[src/rtl/keypad_pkg.sv]
// Shared types and constants for the 4x4 matrix keypad scanner.
`timescale 1ns/1ps
package keypad_pkg;

  localparam int KP_ROWS = 4;
  localparam int KP_COLS = 4;
  localparam int KP_KEYS = KP_ROWS * KP_COLS;

  typedef enum logic [1:0] {
    IDLE,
    CONFIRM,
    HELD,
    RELEASE
  } kp_state_t;

  // True when exactly one bit of v is set.
  function automatic logic is_onehot(input logic [KP_KEYS-1:0] v);
    return (v != '0) && ((v & (v - KP_KEYS'(1))) == '0);
  endfunction

endpackage

[src/rtl/keypad_row_sync.sv]
// Two-flop synchronizer for the asynchronous keypad row lines; idles high (no key).
`timescale 1ns/1ps
module keypad_row_sync #(
  parameter int W = 4
) (
  input  logic         i_clk,
  input  logic         i_rst_n,
  input  logic [W-1:0] i_async,
  output logic [W-1:0] o_sync
);

  logic [W-1:0] r_meta;
  logic [W-1:0] r_sync;

  always_ff @(posedge i_clk or negedge i_rst_n) begin
    if (!i_rst_n) begin
      r_meta <= '1;
      r_sync <= '1;
    end else begin
      r_meta <= i_async;
      r_sync <= r_meta;
    end
  end

  assign o_sync = r_sync;

endmodule

[src/rtl/keypad_scanner.sv]
// 4x4 keypad scanner: column rotation, row sampling into a frame snapshot,
// and a frame-rate debounce FSM producing a held one-hot key code.
`timescale 1ns/1ps
module keypad_scanner
  import keypad_pkg::*;
#(
  parameter int SCAN_DIV        = 50000,
  parameter int DEBOUNCE_FRAMES = 4
) (
  input  logic               clk,
  input  logic               rst_n,
  input  logic [KP_ROWS-1:0] row,
  output logic [KP_COLS-1:0] col,
  output logic [KP_KEYS-1:0] onehot,
  output logic               key_valid,
  output logic               key_held
);

  localparam int              DW         = (SCAN_DIV > 1) ? $clog2(SCAN_DIV) : 1;
  localparam logic [DW-1:0]   DWELL_LAST = DW'(SCAN_DIV - 1);
  localparam logic [3:0]      DF         = 4'(DEBOUNCE_FRAMES);

  logic [DW-1:0]        r_dwell;
  logic [1:0]           r_col_idx;
  logic [KP_COLS-1:0]   r_col;
  logic [KP_KEYS-1:0]   r_snap;
  logic                 r_frame_end;
  logic [KP_ROWS-1:0]   w_row_sync;
  logic                 w_dwell_end;

  kp_state_t            r_state, w_state_next;
  logic [KP_KEYS-1:0]   r_cand, w_cand_next;
  logic [3:0]           r_cnt, w_cnt_next;
  logic [KP_KEYS-1:0]   r_onehot, w_onehot_next;
  logic                 r_valid, w_valid_next;
  logic                 r_held, w_held_next;
  logic [3:0]           w_cnt_inc;

  keypad_row_sync #(.W(KP_ROWS)) u_row_sync (
    .i_clk   (clk),
    .i_rst_n (rst_n),
    .i_async (row),
    .o_sync  (w_row_sync)
  );

  assign w_dwell_end = (r_dwell == DWELL_LAST);

  // Column drive is a registered rotating zero so the pins never glitch.
  always_ff @(posedge clk or negedge rst_n) begin
    if (!rst_n) begin
      r_dwell   <= '0;
      r_col_idx <= 2'd0;
      r_col     <= 4'b1110;
    end else if (w_dwell_end) begin
      r_dwell   <= '0;
      r_col_idx <= r_col_idx + 2'd1;
      r_col     <= {r_col[KP_COLS-2:0], r_col[KP_COLS-1]};
    end else begin
      r_dwell   <= r_dwell + DW'(1);
    end
  end

  // Snapshot bits are 1 = pressed; the frame is evaluated one cycle after column 3 lands.
  always_ff @(posedge clk or negedge rst_n) begin
    if (!rst_n) begin
      r_snap      <= '0;
      r_frame_end <= 1'b0;
    end else begin
      r_frame_end <= w_dwell_end && (r_col_idx == 2'd3);
      if (w_dwell_end)
        r_snap[{r_col_idx, 2'b00} +: KP_ROWS] <= ~w_row_sync;
    end
  end

  always_ff @(posedge clk or negedge rst_n) begin
    if (!rst_n) begin
      r_state  <= IDLE;
      r_cand   <= '0;
      r_cnt    <= 4'd0;
      r_onehot <= '0;
      r_valid  <= 1'b0;
      r_held   <= 1'b0;
    end else begin
      r_state  <= w_state_next;
      r_cand   <= w_cand_next;
      r_cnt    <= w_cnt_next;
      r_onehot <= w_onehot_next;
      r_valid  <= w_valid_next;
      r_held   <= w_held_next;
    end
  end

  assign w_cnt_inc = r_cnt + 4'd1;

  always_comb begin
    w_state_next  = r_state;
    w_cand_next   = r_cand;
    w_cnt_next    = r_cnt;
    w_onehot_next = r_onehot;
    w_valid_next  = 1'b0;
    w_held_next   = r_held;
    if (r_frame_end) begin
      unique case (r_state)
        IDLE: begin
          if (is_onehot(r_snap)) begin
            w_state_next = CONFIRM;
            w_cand_next  = r_snap;
            w_cnt_next   = 4'd1;
          end
        end
        CONFIRM: begin
          if (r_snap == r_cand) begin
            w_cnt_next = w_cnt_inc;
            if (w_cnt_inc == DF) begin
              w_state_next  = HELD;
              w_onehot_next = r_cand;
              w_valid_next  = 1'b1;
              w_held_next   = 1'b1;
              w_cnt_next    = 4'd0;
            end
          end else begin
            w_state_next = IDLE;
            w_cnt_next   = 4'd0;
          end
        end
        HELD: begin
          if (r_snap != r_cand) begin
            w_state_next = RELEASE;
            w_cnt_next   = (r_snap == '0) ? 4'd1 : 4'd0;
          end
        end
        RELEASE: begin
          if (r_snap == '0) begin
            w_cnt_next = w_cnt_inc;
            if (w_cnt_inc == DF) begin
              w_state_next = IDLE;
              w_held_next  = 1'b0;
              w_cnt_next   = 4'd0;
            end
          end else if (r_snap == r_cand) begin
            w_state_next = HELD;
            w_cnt_next   = 4'd0;
          end else begin
            // A different key while releasing never rolls over; wait for all-clear.
            w_cnt_next = 4'd0;
          end
        end
        default: w_state_next = IDLE;
      endcase
    end
  end

  assign col       = r_col;
  assign onehot    = r_onehot;
  assign key_valid = r_valid;
  assign key_held  = r_held;

endmodule
[config.mk]
export PLATFORM = sky130hd
export DESIGN_NAME = keypad_scanner
export DESIGN_NICKNAME = d
export VERILOG_FILES = /design/src/rtl/keypad_pkg.sv /design/src/rtl/keypad_row_sync.sv /design/src/rtl/keypad_scanner.sv
export SDC_FILE = /design/constraint.sdc
export NUM_CORES = 1
export LEC_CHECK = 0
export CAP_MARGIN = 25
export CORE_ASPECT_RATIO = 1.25
export CORE_UTILIZATION = 58
export CTS_BUF_LIST = sky130_fd_sc_hd__clkbuf_4 sky130_fd_sc_hd__clkbuf_8 sky130_fd_sc_hd__clkbuf_16
export CTS_CLUSTER_DIAMETER = 100
export DETAILED_ROUTE_END_ITERATION = 8
export PLACE_DENSITY = 0.75
export SLEW_MARGIN = 0
export SYNTH_ARGS = -nofsm -noshare
export SYNTH_HDL_FRONTEND = slang
export SYNTH_SLANG_ARGS = --single-unit
[constraint.sdc]
create_clock -name clk -period 4 [get_ports clk]
set_clock_uncertainty 0.05 [all_clocks]
set_input_delay 0.8 -clock clk [delete_from_list [all_inputs] [get_ports clk]]
set_output_delay 0.8 -clock clk [all_outputs]
set_load 0.02 [all_outputs]
==> impl_summary.txt, run 1 <==
----------------------------------------------------
[Clock network]
  Number of sinks on the clock net ... 87
  Longest Clk Path Bufs ... 2
  TritonCTS clock tree ... built
  Post-CTS resize count ... 0
  Clk pin slew, worst setup/hold paths ... about 0.09 ns
  Root buf cell ... clkbuf_8
  Number of levels in the clock H-tree ... 3
  Number of buffers inserted to repair setup after CTS ... 0
  Number of buffers inserted for hold repair after clock tree synthesis ... 0
  Number of buffers added by the clock tree synthesis step ... 9
  Insertion delay to the later sink of the worst-skew pair ... between 0.3 and 0.4 ns

[Setup path]
  Endpoint of the most critical register-to-register path ... r_cand[1]
  Number of buffers and inverters on the critical path ... 1
  Setup slack of the most critical reg-to-reg path ... approximately 0.68 ns
  Required arrival time at the worst endpoint ... 4.20 ns
  Cell mode on critical path ... or3_1
  Critical path fanouts, max ... 9
  Critical Path Source Type ... register
  R2r worst-path depth ... 7
  Largest delay share family, worst path ... simple AND/OR/NAND/NOR gates
  WS Path Type ... register to register
  Slowest cell delay on critical path ... 0.58 ns
  Kind of end point of the critical path ... register
  Worst path cell trace ... or4_4 > or3_1 > or3_1 > o21a_1 > nor4_4 > buf_4 > mux2_2
  Highest-delay cell along the critical path ... or4_4
  Startpoint of the lowest-slack register-to-register path ... r_snap[1]
  Critical path arrival ... ~3.5 ns

[Synthesis]
  Synthesis warning total ... 0
  Number of synthesized register bits ... slightly below 90
  Instance count of the mapped netlist ... 326
  Part of the Yosys area used for sequential elements ... ~56%
  Syn_area_per_cell ... between 10 and 15 sq um
  Async set-or-reset flop fraction in the synthesized netlist ... 100.0%
  Post-synth EDFFs ... 0
  Synthesized netlist net count ... between 300 and 400
  Synth cell types ... 44
  Synth Flop Type ... dfrtp_1
  Syn Std Cell Area ... 3944 sq um

[Route]
  Count of nets left with antenna violations after detail routing ... 0
  Final routed DRC violation total ... 0
  Average routed wire per standard cell ... roughly 16 microns
  1st-iter DRT viols ... 101
  Routed wire length ... 7.136 mm
  Post-detailed-route via-to-cell ratio ... ~5.7
  Drt first pass iters ... 6
  Total via count after detailed routing ... 2,558

[Finish]
  Area growth, synth to finish ... 15.39%
  NumNets Final ... between 300 and 400
  Antenna cells ... 0
  Leading cell types in the layout, fill and taps excluded ... 76 x dfrtp_1, 38 x mux2_2, 28 x nand2_1, 27 x xnor2_1, 26 x clkdlybuf4s50_1
  Leading cell type in the layout, fill and taps excluded ... dfrtp_1
  Layout cells sized above 1 ... 20.60%

[STA]
  Peak clock frequency supported by timing ... roughly 300 MHz
  Final number of hold-violating endpoints ... 0
  Number of setup violations in the final report ... 0
  Final slew viol count ... 0
  Crit path time final ... between 3 and 4 ns
  Final Hold Slack ... 0.2640 ns
  Unrepaired setup endpoints after global routing ... no
  Total negative setup slack ... 0 ns
  Actual slew at the worst max-slew pin ... roughly 0.84 ns
  Slew Limit Headroom ... between 40% and 50%
  Post-route fraction of the period consumed by the critical path ... 83.04%

[Floorplan]
  Number of cell rows ... 33
  Number of primary I/O pins ... 28
  Die Area ... 7136 sq um
  Initial Utilization ... around three fifths
  Die boundary width ... 75.76 microns
  DIE HEIGHT ... between 90 and 100 microns
  Core footprint ... 6565 sq um

[Pwr]
  Clock share of power ... ~43%
  Int Power ... 1265 uW
  Gate power share ... under 10%
  Leakage power of the design ... a little over 0.002 uW
  Sw Pwr ... roughly 340 uW
  Fraction of power spent switching nets ... 21.19%
  Part of the power in registers ... between 50 and 60%
  Worst VDD drop ... ~0.23 mV
  Power density over the cells ... ~350 nW/um^2

[Hold path]
  Hold/Removal Path Class ... input port to asynchronous set/reset pin

[GRT]
  Largest net degree at the start of global routing ... slightly below 90
  Number of global-route vias before repair ... roughly 2,500
  Number of antenna violations at the first check in global routing ... 0
  Global-route wire length before repair ... around 12 mm
  Remaining global-route overflow ... 0
  GRT Total Usage ... a little under a quarter

[Flow run]
  Maximum Capacitance Violations ... 0

[Placement]
  Quantity of I/O buffers inserted on ports ... 27
  Weighted congestion reported at the end of routability-driven placement ... between 0.8 and 0.9
  Final HPWL DP ... about 4.9 mm

[Run status]
  Outcome ... finished, final reports clean

----------------------------------------------------
stage by stage:
stage	std cells	total power [uW]	setup slack, ns	cell area (sq um)	util, %
5_1_grt	451	1658	0.5282	4551	69.32
2_1_floorplan	326	905.6	1.039	3944	-
3_5_place_dp	434	928.8	0.6889	4295	65.43
3_3_place_gp	434	928.2	0.7565	4295	65.43
4_1_cts	450	1614	0.6785	4523	68.90
6_report	451	1605	0.6784	4551	69.32
worst max-delay path by stage:
stage / startpoint / to / depth (start not counted)
finish: r_snap[1] / r_cand[1] / 7
global route: r_snap[1] / r_cand[1] / 7
CTS: r_snap[1] / r_cand[1] / 7
detailed placement: r_snap[1] / r_cand[1] / 7
global placement: r_snap[1] / r_cand[2] / 7
floorplan: r_snap[1] / r_cand[10] / 7
state kept, by name (all words and copies together) (netlist names):
name and cells:
col 4, key_held 1, key_valid 1, onehot 16
r_cand 16, r_cnt 4, r_col_idx 2, r_dwell 16
r_frame_end 1, r_snap 16, r_state 2, u_row_sync.o_sync 4
u_row_sync.r_meta 4
Yosys cell counts (4+ instances only):
cell	n	area, sq um
o21ai_0	7	35.03
nand4_1	9	56.30
o31ai_1	17	127.6
and3_1	5	31.28
mux2_2	38	427.9
nand2_1	28	105.1
dfrtp_1	76	1902
nor2_1	15	56.30
nor4_1	5	31.28
xnor2_1	27	236.5
inv_1	10	37.54
ha_1	8	100.1
dfstp_2	11	289.0
or3_1	6	37.54
xor2_1	6	52.55
nand3_1	10	50.05
clkbuf_1	5	18.77
nor3_1	4	20.02
final cells by class:
class	instances	area [sq um]
Clock buffer	10	137.6
Tap cell	87	108.9
Timing Repair Buffer	30	310.3
Fill cell	506	2014
Multi-Input combinational cell	221	1675
Sequential cell	87	2191
Inverter	10	37.54
Clock inverter	6	90.09
power by group through the flow:
stage          Combinational, uW  Sequential, uW  Clock (uW)
3_5_place_dp                21.6             907           0
5_1_grt                     27.8             891         740
4_1_cts                     21.5             890         703
2_1_floorplan            0.00413             906           0
6_report                    23.5             890         692
3_3_place_gp                21.2             907           0
cell families (layout without fill, tap and decap cells):
family / after synthesis / after routing / share of synthesized area, %
compound gates: 43 / 43 / 7.995
xor+xnor: 33 / 33 / 7.329
fa+ha+maj: 10 / 10 / 3.046
buf+inv: 18 / 56 / 1.967
flops: 87 / 87 / 55.55
mux: 40 / 40 / 11.36
simple gates: 95 / 95 / 12.75
routing by layer:
layer / vias to the layer above / routed length [microns] / GRT usage, %
met3: 11 / 148 / 3.326
met2: 39 / 3762 / 38.35
met5: - / 0 / 0
met1: 1278 / 3083 / 28.52
met4: 0 / 142 / 10.80
li1: 1230 / - / -
(Power assumes the default switching activity.)
==> run 2: changes to the inputs <==
==> constraint.sdc (replaced) <==
create_clock -name clk -period 3.2 [get_ports clk]
set_clock_uncertainty 0.05 [all_clocks]
set_input_delay 0.64 -clock clk [delete_from_list [all_inputs] [get_ports clk]]
set_output_delay 0.64 -clock clk [all_outputs]
set_load 0.02 [all_outputs]
==> run 2 against run 1 <==
- critical path depth unchanged
- register-to-register slack worse by 0.44 ns
- worst setup slack worse by 0.44 ns
- global-route usage up 0.60 points
- first-iteration DRC count is 54% higher
- fmax grew 12%
- combinational power rose by 17%
- largest cell class unchanged
==> impl_summary.txt, run 2 (same netlist as run 1, synthesis figures left out) <==
----------------------------------------------------
[Run status]
  Outcome ... finished, final reports clean (unchanged)

[Setup path]
  Endpoint of the most critical register-to-register path ... r_cand[13] (was r_cand[1])
  Required arrival time at the worst endpoint ... 3.40 ns (was 4.20 ns)
  WS Path Type ... register to register (unchanged)
  Launching instance or port of the critical path ... r_snap[1] (unchanged)
  R2r worst-path depth ... 7 (unchanged)
  Kind of end point of the critical path ... register (unchanged)
  Startpoint of the lowest-slack register-to-register path ... r_snap[1] (unchanged)
  Critical Path Source Type ... register (unchanged)
  Setup slack of the most critical reg-to-reg path ... 0.24 ns (was 0.68 ns)
  Critical path fanouts, max ... 16 (was 9)
  Critical path arrival ... 3.16 ns (was 3.52 ns)
  Worst setup endpoint ... r_cand[13] (was r_cand[1])

[Pwr]
  Int Power ... 1652 uW (was 1265 uW)
  Part of the power in registers ... 53.9% (was 55.4%)
  Tot Pwr ... 2062 uW (was 1605 uW)
  Sw Pwr ... 409.9 uW (was 340.2 uW)
  Leakage power of the design ... 0.002075 uW (was 0.002036 uW)
  Power density over the cells ... 447.0 nW/um^2 (was 352.8 nW/um^2)
  Clock share of power ... 44.7% (was 43.1%)
  Worst VDD drop ... 0.4081 mV (was 0.2349 mV)
  Fraction of power spent switching nets ... 19.88% (was 21.19%)
  Gate power share ... 1.3% (was 1.5%)

[Floorplan]
  Core footprint ... 6565 sq um (unchanged)
  Die Area ... 7136 sq um (unchanged)
  Die boundary width ... 75.76 microns (unchanged)
  DIE HEIGHT ... 94.20 microns (unchanged)
  Number of primary I/O pins ... 28 (unchanged)
  Number of cell rows ... 33 (unchanged)
  Initial Utilization ... 60.07% (unchanged)

[Route]
  Count of nets left with antenna violations after detail routing ... 0 (unchanged)
  Drt first pass iters ... 6 (unchanged)
  Post-detailed-route via-to-cell ratio ... 5.587 (was 5.672)
  Total via count after detailed routing ... 2,559 (was 2,558)
  Average routed wire per standard cell ... 15.99 microns (was 15.82 microns)
  1st-iter DRT viols ... 156 (was 101)
  Final routed DRC violation total ... 0 (unchanged)
  Routed wire length ... 7.324 mm (was 7.136 mm)

[Clock network]
  Number of sinks on the clock net ... 87 (unchanged)
  Number of buffers added by the clock tree synthesis step ... 9 (unchanged)
  Clk pin slew, worst setup/hold paths ... 0.09 ns (about the same)
  Post-CTS resize count ... 0 (unchanged)
  Longest Clk Path Bufs ... 2 (unchanged)
  Number of levels in the clock H-tree ... 3 (unchanged)
  Number of buffers inserted to repair setup after CTS ... 0 (unchanged)
  Insertion delay to the later sink of the worst-skew pair ... 0.36 ns (about the same)
  Number of buffers inserted for hold repair after clock tree synthesis ... 0 (unchanged)
  TritonCTS clock tree ... built (unchanged)
  Root buf cell ... clkbuf_8 (unchanged)

[Placement]
  Quantity of I/O buffers inserted on ports ... 27 (unchanged)
  Weighted congestion reported at the end of routability-driven placement ... 0.8363 (was 0.8240)
  Cell count after placement ... 442 (was 434)
  Final HPWL DP ... 5.252 mm (was 4.899 mm)

[Finish]
  Final-layout fill cell count ... 473 (was 506)
  Final Util ... 70.27% (was 69.32%)
  Final cell count without fillers ... 458 (was 451)
  Layout cells sized above 1 ... 22.10% (was 20.60%)
  NumNets Final ... 380 (was 373)
  Antenna cells ... 0 (unchanged)
  Leading cell types in the layout, fill and taps excluded ... 76 x dfrtp_1, 38 x mux2_2, 28 x nand2_1, 27 x xnor2_1, 26 x clkdlybuf4s50_1 (unchanged)
  Area growth, synth to finish ... 16.97% (was 15.39%)
  Leading cell type in the layout, fill and taps excluded ... dfrtp_1 (unchanged)

[STA]
  Peak clock frequency supported by timing ... 337.3 MHz (was 301.1 MHz)
  Final Hold Slack ... 0.2427 ns (was 0.2640 ns)
  Unrepaired setup endpoints after global routing ... no (unchanged)
  Post-route fraction of the period consumed by the critical path ... 92.65% (was 83.04%)
  Slew Limit Headroom ... 47.94% (was 43.87%)
  Crit path time final ... 2.965 ns (was 3.322 ns)
  Final number of hold-violating endpoints ... 0 (unchanged)
  Actual slew at the worst max-slew pin ... 0.7738 ns (was 0.8413 ns)
  Total negative setup slack ... 0 ns (unchanged)
  Number of setup violations in the final report ... 0 (unchanged)
  Final slew viol count ... 0 (unchanged)

[GRT]
  GRT Total Usage ... 23.49% (was 22.89%)
  Global-route wire length before repair ... 12.16 mm (was 11.99 mm)
  Number of antenna violations at the first check in global routing ... 0 (unchanged)
  Remaining global-route overflow ... 0 (unchanged)
  Largest net degree at the start of global routing ... 54 (was 88)
  Number of global-route vias before repair ... 2,627 (was 2,546)

[Flow run]
  Maximum Capacitance Violations ... 0 (unchanged)

[Hold path]
  Hold/Removal Path Class ... input port to asynchronous set/reset pin (unchanged)

----------------------------------------------------
[run 2: changes by cell type in the layout (fill, tap and decap cells not counted)]
cell | before | now
buf_4 | 3 | 10
clkbuf_4 | 0 | 2
inv_6 | 2 | 0
buf_12 | 0 | 1
buf_16 | 1 | 0
bufinv_16 | 2 | 3
clkbuf_8 | 10 | 9
clkinv_2 | 1 | 0
clkinv_4 | 0 | 1
[run 2: per-stage QoR]
| step | instance area (sq um) | worst slack (ns) |
|---|---|---|
| 6_report | 4613 | 0.2351 |
| 5_1_grt | 4613 | 0.1394 |
| 4_1_cts | 4613 | 0.2470 |
| 3_5_place_dp | 4368 | 0.2686 |
| 3_3_place_gp | 4368 | 0.3238 |
| 2_1_floorplan | 3944 | 0.2393 |
[run 2: worst min path at each step]
stage | from | endpoint | cells past startpoint
3_3_place_gp | u_row_sync.r_meta[2] | u_row_sync.o_sync[2] | 0
4_1_cts | rst_n | r_cand[15] | 1
6_report | rst_n | r_cand[11] | 1
3_5_place_dp | u_row_sync.r_meta[0] | u_row_sync.o_sync[0] | 0
5_1_grt | rst_n | r_cand[15] | 1
2_1_floorplan | rst_n | col[0] | 0
[run 2: routing by layer]
metal  wire (microns)  share of wire [%]  global-route usage (%)  up-vias
li1                 -                  -                       -     1248
met2             3877                 53                   40.19       35
met5                0                  0                       0        -
met4              195                2.7                   11.73        0
met1             3115                 43                   28.28     1258
met3              135                1.8                   3.219       18
[run 2: layout make-up]
type	count	area [sq um]	area share, %
clock inverters	5	106.4	2.305
flip-flops and latches	87	2191	47.49
inverters	10	37.54	0.8137
repair buffers	37	355.3	7.703
clock buffers	11	138.9	3.011
well taps	87	108.9	2.360
multi-input cells	221	1675	36.32
[run 2: critical path, cell delays in order, from the launching register on]
cell	delay (ns)
dfrtp_1	0.45
or4_4	0.57
or3_1	0.37
or3_1	0.38
o21a_1	0.16
nor4_4	0.32
buf_12	0.20
mux2_2	0.35
[run 2: power by group through the flow]
stage / sequential [uW] / combinational (uW) / clock [uW]
floorplan: 1130 / 0.00500 / 0
global placement: 1130 / 28.6 / 0
detailed placement: 1130 / 29.6 / 0
CTS: 1110 / 29.7 / 941
global route: 1110 / 33.3 / 985
finish: 1110 / 27.6 / 922
==> run 3: changes to the inputs <==
--- a/config.mk
+++ b/config.mk
@@ -7,11 +7,12 @@
 export LEC_CHECK = 0
 export CAP_MARGIN = 25
 export CORE_ASPECT_RATIO = 1.25
-export CORE_UTILIZATION = 58
+export CORE_UTILIZATION = 63
 export CTS_BUF_LIST = sky130_fd_sc_hd__clkbuf_4 sky130_fd_sc_hd__clkbuf_8 sky130_fd_sc_hd__clkbuf_16
 export CTS_CLUSTER_DIAMETER = 100
 export DETAILED_ROUTE_END_ITERATION = 8
-export PLACE_DENSITY = 0.75
+export HOLD_SLACK_MARGIN = 0.1
+export PLACE_DENSITY = 0.81
 export SLEW_MARGIN = 0
 export SYNTH_ARGS = -nofsm -noshare
 export SYNTH_HDL_FRONTEND = slang
==> constraint.sdc (replaced) <==
create_clock -name clk -period 3.8 [get_ports clk]
set_clock_uncertainty 0.05 [all_clocks]
set_input_delay 0.76 -clock clk [delete_from_list [all_inputs] [get_ports clk]]
set_output_delay 0.76 -clock clk [all_outputs]
set_load 0.02 [all_outputs]
==> run 3 against run 2 <==
- total power down 24%
- combinational power down 11%
- count of clock-buffer cells in the layout unchanged
- highest routed layer unchanged
- largest cell class unchanged
- largest power group unchanged
- sequential power down 16%
==> impl_summary.txt, run 3 (same netlist as run 1, synthesis figures left out) <==
----------------------------------------------------
[Setup path]
  Largest delay share family, worst path ... simple AND/OR/NAND/NOR gates (unchanged)
  Required arrival time at the worst endpoint ... 4.00 ns (was 3.40 ns)
  Startpoint of the lowest-slack register-to-register path ... r_snap[15] (was r_snap[1])
  Number of buffers and inverters on the critical path ... 1 (unchanged)
  Worst path cell trace ... xnor2_1 > nand4_1 > nor4_1 > and4b_1 > buf_4 > mux2_2 (was or4_4 > or3_1 > or3_1 > o21a_1 > nor4_4 > buf_12 > mux2_2)
  Critical path fanouts, max ... 10 (was 16)
  Critical path arrival ... 3.26 ns (was 3.16 ns)
  WS Path Type ... register to register (unchanged)
  Highest-delay cell along the critical path ... nor4_1 (was or4_4)
  Slowest cell delay on critical path ... 0.81 ns (was 0.57 ns)
  Kind of end point of the critical path ... register (unchanged)
  Endpoint of the most critical register-to-register path ... onehot[12] (was r_cand[13])
  Setup slack of the most critical reg-to-reg path ... 0.74 ns (was 0.24 ns)
  R2r worst-path depth ... 6 (was 7)
  Critical Path Source Type ... register (unchanged)

[Finish]
  Final-layout fill cell count ... 421 (was 473)
  Leading cell types in the layout, fill and taps excluded ... 76 x dfrtp_1, 38 x mux2_2, 28 x nand2_1, 27 x xnor2_1, 26 x clkdlybuf4s50_1 (unchanged)
  Antenna cells ... 0 (unchanged)
  Layout cells sized above 1 ... 20.82% (was 22.10%)
  Area growth, synth to finish ... 14.40% (was 16.97%)
  NumNets Final ... 374 (was 380)
  Final Cell Area ... 4512 sq um (was 4613 sq um)
  Leading cell type in the layout, fill and taps excluded ... dfrtp_1 (unchanged)

[Clock network]
  Number of sinks on the clock net ... 87 (unchanged)
  TritonCTS clock tree ... built (unchanged)
  Longest Clk Path Bufs ... 2 (unchanged)
  Number of buffers added by the clock tree synthesis step ... 9 (unchanged)
  Post-CTS resize count ... 0 (unchanged)
  Number of levels in the clock H-tree ... 3 (unchanged)
  Insertion delay to the later sink of the worst-skew pair ... 0.36 ns (about the same)
  Clk pin slew, worst setup/hold paths ... 0.09 ns (about the same)
  Root buf cell ... clkbuf_8 (unchanged)
  Number of buffers inserted to repair setup after CTS ... 0 (unchanged)
  Number of buffers inserted for hold repair after clock tree synthesis ... 0 (unchanged)

[Route]
  1st-iter DRT viols ... 184 (was 156)
  Routed wire length ... 7.315 mm (was 7.324 mm)
  Average routed wire per standard cell ... 16.36 microns (was 15.99 microns)
  Final routed DRC violation total ... 0 (unchanged)
  Drt first pass iters ... 4 (was 6)
  Total via count after detailed routing ... 2,650 (was 2,559)
  Count of nets left with antenna violations after detail routing ... 0 (unchanged)
  Post-detailed-route via-to-cell ratio ... 5.928 (was 5.587)

[Placement]
  Placed Area ... 4297 sq um (was 4368 sq um)
  Quantity of I/O buffers inserted on ports ... 27 (unchanged)
  Final HPWL DP ... 5.012 mm (was 5.252 mm)
  Weighted congestion reported at the end of routability-driven placement ... 0.8433 (was 0.8363)

[Floorplan]
  Die Area ... 6582 sq um (was 7136 sq um)
  Number of primary I/O pins ... 28 (unchanged)
  Die boundary width ... 72.77 microns (was 75.76 microns)
  Initial Utilization ... 66.46% (was 60.07%)
  DIE HEIGHT ... 90.46 microns (was 94.20 microns)
  Number of cell rows ... 31 (was 33)
  Core footprint ... 5934 sq um (was 6565 sq um)

[GRT]
  Global-route wire length before repair ... 12.65 mm (was 12.16 mm)
  Largest net degree at the start of global routing ... 88 (was 54)
  GRT Total Usage ... 25.31% (was 23.49%)
  Number of antenna violations at the first check in global routing ... 0 (unchanged)
  Number of global-route vias before repair ... 2,656 (was 2,627)
  Remaining global-route overflow ... 0 (unchanged)

[STA]
  Post-route fraction of the period consumed by the critical path ... 80.45% (was 92.65%)
  Number of setup violations in the final report ... 0 (unchanged)
  Peak clock frequency supported by timing ... 327.1 MHz (was 337.3 MHz)
  Actual slew at the worst max-slew pin ... 0.9135 ns (was 0.7738 ns)
  Final Hold Slack ... 0.2634 ns (was 0.2427 ns)
  Unrepaired setup endpoints after global routing ... no (unchanged)
  Final slew viol count ... 0 (unchanged)
  Total negative setup slack ... 0 ns (unchanged)
  Crit path time final ... 3.057 ns (was 2.965 ns)
  Slew Limit Headroom ... 38.54% (was 47.94%)
  Final number of hold-violating endpoints ... 0 (unchanged)

[Pwr]
  Power density over the cells ... 346.4 nW/um^2 (was 447.0 nW/um^2)
  Leakage power of the design ... 0.002023 uW (was 0.002075 uW)
  Worst VDD drop ... 0.3117 mV (was 0.4081 mV)

[Run status]
  Outcome ... finished, final reports clean (unchanged)

[Hold path]
  Hold/Removal Path Class ... input port to asynchronous set/reset pin (unchanged)

[Flow run]
  Maximum Capacitance Violations ... 0 (unchanged)

----------------------------------------------------
[run 3: cell count changes in the layout (fill, tap and decap cells not counted), sizes merged]
| cell | delta |
|---|---|
| buf | -6 |
| inv | +1 |
| bufinv | -3 |
| clkinv | +2 |
[run 3: how the worst max path moves through the flow]
stage,from,end,cells after the start
global route,r_snap[15],onehot[13],6
finish,r_snap[15],onehot[12],6
CTS,r_snap[15],onehot[12],6
detailed placement,r_snap[0],onehot[12],6
global placement,r_snap[1],r_cand[2],7
floorplan,r_snap[1],r_cand[10],7
[run 3: report_power, final]
part           internal, uW  total (uW)  switching (uW)
combinational          7.18        24.7            17.5
sequential              933         937            3.74
clock                   268         601             333
[run 3: area by class of cell]
class	count	area (sq um)	share of cell area (%)
clock buffers	11	145.1	3.217
repair buffers	31	317.8	7.044
clock inverters	5	42.54	0.9429
inverters	10	37.54	0.8319
flip-flops and latches	87	2191	48.56
multi-input cells	221	1675	37.13
well taps	82	102.6	2.274
[run 3: metal layers]
layer | up-vias | GRT usage, % | share of wire, %
met3 | 21 | 3.795 | 3.3
met1 | 1324 | 31.79 | 41
li1 | 1236 | - | -
met5 | - | 0 | 0
met2 | 69 | 41.59 | 52
met4 | 0 | 13.73 | 3.2
[run 3: metrics by stage]
stage | power, uW | setup slack (ns) | utilization [%] | instances
after floorplan | 953.2 | 0.8393 | - | 326
after global placement | 976.8 | 0.8989 | 72.40 | 430
after detailed placement | 977.4 | 0.8077 | 72.40 | 430
after CTS | 1577 | 0.7189 | 75.56 | 446
after global routing | 1619 | 0.4713 | 76.03 | 447
final | 1563 | 0.7430 | 76.03 | 447
